`config.mk`:
```
export PLATFORM = sky130hd
export DESIGN_NAME = exe_muldiv_unit_flat
export DESIGN_NICKNAME = d
export VERILOG_FILES = /design/src/rtl/exe_muldiv_unit_pkg.sv /design/src/rtl/exe_muldiv_unit_if.sv /design/src/rtl/exe_muldiv_unit_abs.sv /design/src/rtl/exe_muldiv_unit.sv /design/src/flat_wrapper.sv
export SDC_FILE = /design/constraint.sdc
export NUM_CORES = 1
export LEC_CHECK = 0
export ABC_AREA = 1
export ABC_CLOCK_PERIOD_IN_PS = 9200
export CORE_MARGIN = 5
export CORE_UTILIZATION = 45
export DETAILED_ROUTE_END_ITERATION = 6
export GPL_TIMING_DRIVEN = 0
export PLACE_DENSITY = 0.65
export REMOVE_ABC_BUFFERS = 1
export SYNTH_ARGS = -nofsm -noshare
export SYNTH_HDL_FRONTEND = slang
export SYNTH_SLANG_ARGS = --single-unit
```
`constraint.sdc`:
```
create_clock -name clk -period 9.2 [get_ports clk]
set_input_delay 1.38 -clock clk [delete_from_list [all_inputs] [get_ports clk]]
set_output_delay 1.38 -clock clk [all_outputs]
set_load 0.05 [all_outputs]
```
`src/rtl/exe_muldiv_unit_pkg.sv`:
```
// Shared encodings for the EXE-stage iterative multiply/divide engine.
package exe_muldiv_unit_pkg;

  typedef enum logic [1:0] {
    OP_MULT  = 2'd0,
    OP_MULTU = 2'd1,
    OP_DIV   = 2'd2,
    OP_DIVU  = 2'd3
  } op_e;

  typedef enum logic [1:0] {
    ST_IDLE = 2'd0,
    ST_CALC = 2'd1,
    ST_SIGN = 2'd2
  } state_e;

  function automatic logic op_is_signed(input op_e op);
    return (op == OP_MULT) || (op == OP_DIV);
  endfunction

  function automatic logic op_is_div(input op_e op);
    return (op == OP_DIV) || (op == OP_DIVU);
  endfunction

endpackage

```
`src/rtl/exe_muldiv_unit_if.sv`:
```
// Operand/control bundle between the ID/EXE register, hazard control and the mul/div engine.
interface exe_muldiv_unit_if #(parameter int XLEN = 32) ();
  logic            start;
  logic [1:0]      op;
  logic [XLEN-1:0] rs_val;
  logic [XLEN-1:0] rt_val;
  logic            cancel;
  logic            hi_we;
  logic            lo_we;
  logic [XLEN-1:0] wdata;
  logic            busy;
  logic            stall_req;
  logic            done;
  logic [XLEN-1:0] hi;
  logic [XLEN-1:0] lo;

  modport master (
    output start, op, rs_val, rt_val, cancel, hi_we, lo_we, wdata,
    input  busy, stall_req, done, hi, lo
  );

  modport slave (
    input  start, op, rs_val, rt_val, cancel, hi_we, lo_we, wdata,
    output busy, stall_req, done, hi, lo
  );
endinterface

```
`src/rtl/exe_muldiv_unit_abs.sv`:
```
// Conditional two's-complement negate; gives |x| when neg_i is the sign bit of a signed value.
module muldiv_abs #(
  parameter int W = 32
) (
  input  logic [W-1:0] val_i,
  input  logic         neg_i,
  output logic [W-1:0] res_o
);

  assign res_o = neg_i ? (~val_i + {{(W-1){1'b0}}, 1'b1}) : val_i;

endmodule

```
`src/rtl/exe_muldiv_unit.sv`:
```
// Iterative MULT/MULTU/DIV/DIVU engine owning HI/LO; one iteration per clock, XLEN iterations.
//
// state   | meaning
// IDLE    | waiting for start; MTHI/MTLO writes honoured here
// CALC    | one shift-add / restoring-divide step per cycle
// SIGN    | sign fix of magnitude result, write HI/LO
module exe_muldiv_unit
  import exe_muldiv_unit_pkg::*;
#(
  parameter int XLEN = 32
) (
  input logic               clk,
  input logic               rst,
  exe_muldiv_unit_if.slave  bus
);

  localparam int CW = $clog2(XLEN);
  localparam logic [CW-1:0] CNT_LAST = CW'(XLEN - 1);

  state_e              state_q, state_d;
  op_e                 op_q, op_d;
  logic                sign_a_q, sign_a_d;
  logic                sign_b_q, sign_b_d;
  logic [XLEN-1:0]     opnd_q, opnd_d;
  logic [2*XLEN-1:0]   acc_q, acc_d;
  logic [CW-1:0]       cnt_q, cnt_d;
  logic [XLEN-1:0]     hi_q, hi_d;
  logic [XLEN-1:0]     lo_q, lo_d;
  logic                done_q, done_d;

  op_e             op_in;
  logic            rs_neg, rt_neg;
  logic [XLEN-1:0] rs_abs, rt_abs;
  logic            accept;

  assign op_in  = op_e'(bus.op);
  assign rs_neg = op_is_signed(op_in) & bus.rs_val[XLEN-1];
  assign rt_neg = op_is_signed(op_in) & bus.rt_val[XLEN-1];
  assign accept = (state_q == ST_IDLE) && bus.start && !bus.cancel;

  muldiv_abs #(.W(XLEN)) u_abs_rs (.val_i(bus.rs_val), .neg_i(rs_neg), .res_o(rs_abs));
  muldiv_abs #(.W(XLEN)) u_abs_rt (.val_i(bus.rt_val), .neg_i(rt_neg), .res_o(rt_abs));

  // acc holds {upper, lower}: multiply = {partial sum, multiplier}, divide = {remainder, dividend/quotient}
  logic [XLEN:0]     mul_sum;
  logic [2*XLEN-1:0] mul_next;
  logic [XLEN:0]     rem_sh;
  logic              div_ge;
  logic [XLEN-1:0]   div_rem;
  logic [2*XLEN-1:0] div_next;

  always_comb begin
    mul_sum  = {1'b0, acc_q[2*XLEN-1:XLEN]} + (acc_q[0] ? {1'b0, opnd_q} : {(XLEN+1){1'b0}});
    mul_next = {mul_sum, acc_q[XLEN-1:1]};
    rem_sh   = {acc_q[2*XLEN-1:XLEN], acc_q[XLEN-1]};
    div_ge   = rem_sh >= {1'b0, opnd_q};
    div_rem  = rem_sh[XLEN-1:0] - opnd_q;
    div_next = div_ge ? {div_rem, acc_q[XLEN-2:0], 1'b1}
                      : {rem_sh[XLEN-1:0], acc_q[XLEN-2:0], 1'b0};
  end

  // Divide by zero leaves quotient all ones and remainder |rs|; skipping only the quotient
  // negate makes HI come back as the original rs for both DIV and DIVU.
  logic              div_by_zero;
  logic              quot_neg;
  logic [2*XLEN-1:0] prod_fix;
  logic [XLEN-1:0]   quot_fix, rem_fix;

  assign div_by_zero = (opnd_q == {XLEN{1'b0}});
  assign quot_neg    = (sign_a_q ^ sign_b_q) & ~div_by_zero;

  muldiv_abs #(.W(2*XLEN)) u_fix_prod (
    .val_i(acc_q), .neg_i(sign_a_q ^ sign_b_q), .res_o(prod_fix)
  );
  muldiv_abs #(.W(XLEN)) u_fix_quot (
    .val_i(acc_q[XLEN-1:0]), .neg_i(quot_neg), .res_o(quot_fix)
  );
  muldiv_abs #(.W(XLEN)) u_fix_rem (
    .val_i(acc_q[2*XLEN-1:XLEN]), .neg_i(sign_a_q), .res_o(rem_fix)
  );

  always_comb begin
    state_d  = state_q;
    op_d     = op_q;
    sign_a_d = sign_a_q;
    sign_b_d = sign_b_q;
    opnd_d   = opnd_q;
    acc_d    = acc_q;
    cnt_d    = cnt_q;
    hi_d     = hi_q;
    lo_d     = lo_q;
    done_d   = 1'b0;

    case (state_q)
      ST_IDLE: begin
        if (accept) begin
          op_d     = op_in;
          sign_a_d = rs_neg;
          sign_b_d = rt_neg;
          cnt_d    = '0;
          state_d  = ST_CALC;
          if (op_is_div(op_in)) begin
            opnd_d = rt_abs;
            acc_d  = {{XLEN{1'b0}}, rs_abs};
          end else begin
            opnd_d = rs_abs;
            acc_d  = {{XLEN{1'b0}}, rt_abs};
          end
        end else begin
          if (bus.hi_we) hi_d = bus.wdata;
          if (bus.lo_we) lo_d = bus.wdata;
        end
      end
      ST_CALC: begin
        acc_d = op_is_div(op_q) ? div_next : mul_next;
        cnt_d = cnt_q + 1'b1;
        if (cnt_q == CNT_LAST) state_d = ST_SIGN;
      end
      ST_SIGN: begin
        state_d = ST_IDLE;
        done_d  = 1'b1;
        if (op_is_div(op_q)) begin
          lo_d = quot_fix;
          hi_d = rem_fix;
        end else begin
          hi_d = prod_fix[2*XLEN-1:XLEN];
          lo_d = prod_fix[XLEN-1:0];
        end
      end
      default: state_d = ST_IDLE;
    endcase

    if (bus.cancel && (state_q != ST_IDLE)) begin
      state_d = ST_IDLE;
      hi_d    = hi_q;
      lo_d    = lo_q;
      done_d  = 1'b0;
    end
  end

  always_ff @(posedge clk or posedge rst) begin
    if (rst) begin
      state_q  <= ST_IDLE;
      op_q     <= OP_MULT;
      sign_a_q <= 1'b0;
      sign_b_q <= 1'b0;
      opnd_q   <= '0;
      acc_q    <= '0;
      cnt_q    <= '0;
      hi_q     <= '0;
      lo_q     <= '0;
      done_q   <= 1'b0;
    end else begin
      state_q  <= state_d;
      op_q     <= op_d;
      sign_a_q <= sign_a_d;
      sign_b_q <= sign_b_d;
      opnd_q   <= opnd_d;
      acc_q    <= acc_d;
      cnt_q    <= cnt_d;
      hi_q     <= hi_d;
      lo_q     <= lo_d;
      done_q   <= done_d;
    end
  end

  assign bus.busy      = (state_q != ST_IDLE);
  assign bus.stall_req = accept || bus.busy;
  assign bus.done      = done_q;
  assign bus.hi        = hi_q;
  assign bus.lo        = lo_q;

endmodule

```
`src/flat_wrapper.sv`:
```
// flat-port wrapper written by rule: the top's interface ports become plain ports
module exe_muldiv_unit_flat import exe_muldiv_unit_pkg::*;
#(
  parameter int XLEN = 32
)
  (clk, rst, bus_start, bus_op, bus_rs_val, bus_rt_val, bus_cancel, bus_hi_we, bus_lo_we, bus_wdata, bus_busy, bus_stall_req, bus_done, bus_hi, bus_lo);
  exe_muldiv_unit_if #(.XLEN(XLEN)) bus_i ();
  input logic clk;
  input logic rst;
  input wire logic [$bits(bus_i.start)-1:0] bus_start;
  input wire logic [$bits(bus_i.op)-1:0] bus_op;
  input wire logic [$bits(bus_i.rs_val)-1:0] bus_rs_val;
  input wire logic [$bits(bus_i.rt_val)-1:0] bus_rt_val;
  input wire logic [$bits(bus_i.cancel)-1:0] bus_cancel;
  input wire logic [$bits(bus_i.hi_we)-1:0] bus_hi_we;
  input wire logic [$bits(bus_i.lo_we)-1:0] bus_lo_we;
  input wire logic [$bits(bus_i.wdata)-1:0] bus_wdata;
  output wire logic [$bits(bus_i.busy)-1:0] bus_busy;
  output wire logic [$bits(bus_i.stall_req)-1:0] bus_stall_req;
  output wire logic [$bits(bus_i.done)-1:0] bus_done;
  output wire logic [$bits(bus_i.hi)-1:0] bus_hi;
  output wire logic [$bits(bus_i.lo)-1:0] bus_lo;
  assign bus_i.start = bus_start;
  assign bus_i.op = bus_op;
  assign bus_i.rs_val = bus_rs_val;
  assign bus_i.rt_val = bus_rt_val;
  assign bus_i.cancel = bus_cancel;
  assign bus_i.hi_we = bus_hi_we;
  assign bus_i.lo_we = bus_lo_we;
  assign bus_i.wdata = bus_wdata;
  assign bus_busy = bus_i.busy;
  assign bus_stall_req = bus_i.stall_req;
  assign bus_done = bus_i.done;
  assign bus_hi = bus_i.hi;
  assign bus_lo = bus_i.lo;
  exe_muldiv_unit #(.XLEN(XLEN)) u_core (.clk(clk), .rst(rst), .bus(bus_i));
endmodule
```
==> impl_metrics.json <==
{
  "outcome": "finished clean",
  "drt_initial_violations": 2228,
  "cts_hold_buffers": 0,
  "floorplan.die.height_um": 211.6,
  "areaGrowthSynthToFinish_pct": 15.22,
  "fin_setup_tns_ps": 0,
  "synth-main-ff-cell": "sky130_fd_sc_hd__dfrtp_1",
  "drtPass1Iterations": 6,
  "tritoncts_num_sinks": 171,
  "setup_viol_count_final": 0,
  "route.detailed.drc": 0,
  "post-layout-total-power_mw": 5.918,
  "number_of_global_route_vias_before_repair": 19487,
  "fin_worst_skew_ps": 19.88,
  "final_cell_count_no_fill": 3773,
  "drive_above_1_share_pct": 3.510,
  "grt.overflow.total": 0,
  "edff_count_synth": 0,
  "route.detailed.wl_per_inst_um": 20.02,
  "critical_path_arrival_ps": 3590,
  "die_area_um2": 44770,
  "core_area_um2": 40010,
  "post_cts_resized": 0,
  "synth_top_cell_by_area": "sky130_fd_sc_hd__dfrtp_1",
  "maximum_root_to_sink_buffer_count": 2,
  "critical_path.max_fanout": 23,
  "critical_path_class": "primary input to output pin",
  "finalInstanceArea_um2": 21070,
  "routed_via_density": 5.580,
  "post_synth_main_area_contributors": "sky130_fd_sc_hd__dfrtp_1 23%, sky130_fd_sc_hd__nand2_1 19%, sky130_fd_sc_hd__nand3_1 11%, sky130_fd_sc_hd__inv_1 9.6%, sky130_fd_sc_hd__nor2_1 7.8%",
  "via_count": 21055,
  "synthDistinctLibCells": 57,
  "final_nets": 3411,
  "share_of_synthesized_area_occupied_by_flip_flops_and_latches_pct": 23.40,
  "synth_compound_area_share_pct": 12.70,
  "yosys.area.top_type_share_pct": 23.40,
  "seq_cells_post_synth": 171,
  "wl_um": 75530,
  "floorplan.die.width_um": 211.6,
  "period_needed_ps": 4971,
  "synthTopCellsByCount": "927 x sky130_fd_sc_hd__nand2_1, 467 x sky130_fd_sc_hd__inv_1, 408 x sky130_fd_sc_hd__nand3_1, 380 x sky130_fd_sc_hd__nor2_1, 171 x sky130_fd_sc_hd__dfrtp_1",
  "cts_max_level": 4,
  "number_of_hold_violations_in_the_final_report": 0,
  "antenna_left": 0,
  "final.setup.worst_slack_ps": 4229,
  "synth_top_family_by_area": "simple AND/OR/NAND/NOR gates",
  "muxShareOfSynthArea_pct": 0,
  "rsz0062_at_grt": "no",
  "insertion_delay_ps": 510,
  "wire_length_of_the_first_global_routing_pass_um": 114800,
  "max_freq_mhz": 201.2,
  "syn-mean-instance-area_um2": 5.835,
  "final_max_slew_viol_count": 0,
  "portBuffers": 170,
  "drv_cap": 0,
  "grt.total_usage_pct": 33.25,
  "vdd_drop_max_mv": 0.1992,
  "yosys_warnings": 0,
  "startpoint_class_of_the_critical_path": "primary input",
  "synth-adder-area-share_pct": 5.008,
  "place_hpwl_um": 59960,
  "start_util_pct": 45.71,
  "pre_cts_slack_ps": 3459,
  "final.fill_count": 4182,
  "tightestPinTransition_ps": 1288,
  "synth_most_common_cell": "sky130_fd_sc_hd__nand2_1",
  "cts_setup_buffers": 0,
  "placed_area_um2": 20460,
  "slew-limit-headroom_pct": 13.47,
  "xor_xnor_share_of_the_synthesized_area_pct": 3.298,
  "clock_buffers_created_by_tritoncts": 17,
  "crit_required_ps": 7820,
  "cts-root-buf": "sky130_fd_sc_hd__clkbuf_16",
  "worstSetupEndpointType": "output pin",
  "antenna_cells": 0,
  "pin_count_of_the_biggest_net_entering_global_routing": 123,
  "num_rows": 73,
  "mapped_cell_area_um2": 18290,
  "synth_async_sr_flop_share_pct": 100.0,
  "antenna_found_initial": 2,
  "dp.cells": 3740,
  "globalplace.congestion": 0.9765,
  "fin_crit_sh_pct": 54.03,
  "count_of_boundary_i_o_pins": 171,
  "p_leak_nw": 10.59,
  "synthesis.instances": 3134,
  "power_density_relative_to_cell_area_nw_per_um2": 280.8,
  "yosys.area_share.simple_pct": 43.05,
  "cts_tree": "built",
  "clkTransAtPathRegs_ps": 70,
  "hold_class": "flip-flop to flip-flop"
}
critical path, stage by stage:
cell and delay (ps):
sky130_fd_sc_hd__clkdlybuf4s50_1 480, sky130_fd_sc_hd__inv_1 120, sky130_fd_sc_hd__nand3_2 560, sky130_fd_sc_hd__nand2_1 220, sky130_fd_sc_hd__clkdlybuf4s50_1 830
report_power, final:
part,total (mW),switching (mW),leakage [nW],internal (mW)
clock,0.761,0.365,0.290,0.396
sequential,1.44,0.479,2.03,0.964
combinational,3.71,2.52,8.27,1.19
state kept, by name, indices dropped and copies added (netlist names):
signal and flops:
u_core.opnd_q 32, u_core.op_q 1, u_core.bus.hi 32, u_core.bus.done 1, u_core.sign_b_q 1, u_core.sign_a_q 1
u_core.state_q 2, u_core.bus.lo 32, u_core.cnt_q 5, u_core.acc_q 64
layout by cell type, fill, tap and decap left out, types with 5 or more instances in the layout:
cell,instances
sky130_fd_sc_hd__inv_2,11
sky130_fd_sc_hd__a2bb2oi_1,17
sky130_fd_sc_hd__nand4_1,43
sky130_fd_sc_hd__clkdlybuf4s50_1,170
sky130_fd_sc_hd__a2bb2oi_2,9
sky130_fd_sc_hd__inv_6,6
sky130_fd_sc_hd__xor2_1,59
sky130_fd_sc_hd__nand2_2,9
sky130_fd_sc_hd__dfrtp_1,169
sky130_fd_sc_hd__nand2_1,926
sky130_fd_sc_hd__o21ai_0,124
sky130_fd_sc_hd__buf_12,5
sky130_fd_sc_hd__a21oi_1,157
sky130_fd_sc_hd__nor3_1,36
sky130_fd_sc_hd__clkbuf_16,17
sky130_fd_sc_hd__or2_2,7
sky130_fd_sc_hd__a31oi_1,5
sky130_fd_sc_hd__nor2_4,11
sky130_fd_sc_hd__o221ai_1,9
sky130_fd_sc_hd__o211ai_1,30
sky130_fd_sc_hd__nand3_1,408
sky130_fd_sc_hd__xnor2_1,8
sky130_fd_sc_hd__a22oi_1,6
sky130_fd_sc_hd__o21bai_1,8
sky130_fd_sc_hd__nor2_2,8
sky130_fd_sc_hd__buf_16,6
sky130_fd_sc_hd__nor2_1,377
sky130_fd_sc_hd__nand3b_1,8
sky130_fd_sc_hd__ha_1,70
sky130_fd_sc_hd__inv_1,465
sky130_fd_sc_hd__o21ai_1,5
metal layers:
metal / global-route usage [%] / vias to the layer above / part of all wire (%) / routed length (µm)
li1: - / 10250 / - / -
met4: 11.88 / 0 / 3.6 / 2689
met1: 47.79 / 9851 / 45 / 34040
met3: 5.557 / 124 / 7.9 / 5981
met2: 50.45 / 830 / 43 / 32820
met5: 0 / - / 0 / 0
stage by stage:
stage | utilization [%] | hold WS, ps
after floorplan | - | 441.7
after global placement | 50.39 | 460.0
after detailed placement | 51.14 | 464.4
after CTS | 52.60 | 474.6
after global routing | 52.67 | 516.0
final | 52.67 | 472.5
cell type report:
| type | instances | area (µm²) | share of cell area, % |
|---|---|---|---|
| clock inverters | 11 | 121.4 | 0.5760 |
| inverters | 482 | 1819 | 8.634 |
| well taps | 525 | 656.9 | 3.117 |
| clock buffers | 21 | 460.4 | 2.185 |
| flip-flops and latches | 171 | 4284 | 20.33 |
| repair buffers | 182 | 1982 | 9.406 |
| multi-input cells | 2381 | 11750 | 55.75 |
cell families (layout without fill, tap and decap cells):
| logic type | Yosys count | after routing |
|---|---|---|
| AO/OA/AOI/OAI | 390 | 390 |
| XOR/XNOR | 68 | 68 |
| adder cells (fa/ha/maj) | 72 | 72 |
| buffers and inverters | 582 | 696 |
| flip-flops | 171 | 171 |
| AND/OR/NAND/NOR | 1851 | 1851 |
final timing paths:
| check | start | endpoint | slack, ps | cells past startpoint |
|---|---|---|---|---|
| worst max-delay path | bus_cancel | bus_stall_req | 4230 | 5 |
| worst min-delay path | u_core.cnt_q[3] | u_core.cnt_q[3] | 470 | 1 |
| worst max register to register | u_core.state_q[1] | u_core.bus.hi[0] | 5410 | 9 |
| worst min register to register | u_core.cnt_q[3] | u_core.cnt_q[3] | 470 | 1 |
| max in group asynchronous | rst | u_core.op_q[1] | 6820 | 3 |
| min in group asynchronous | rst | u_core.bus.hi[8] | 1280 | 2 |
Power figures use the tool's default switching activity.
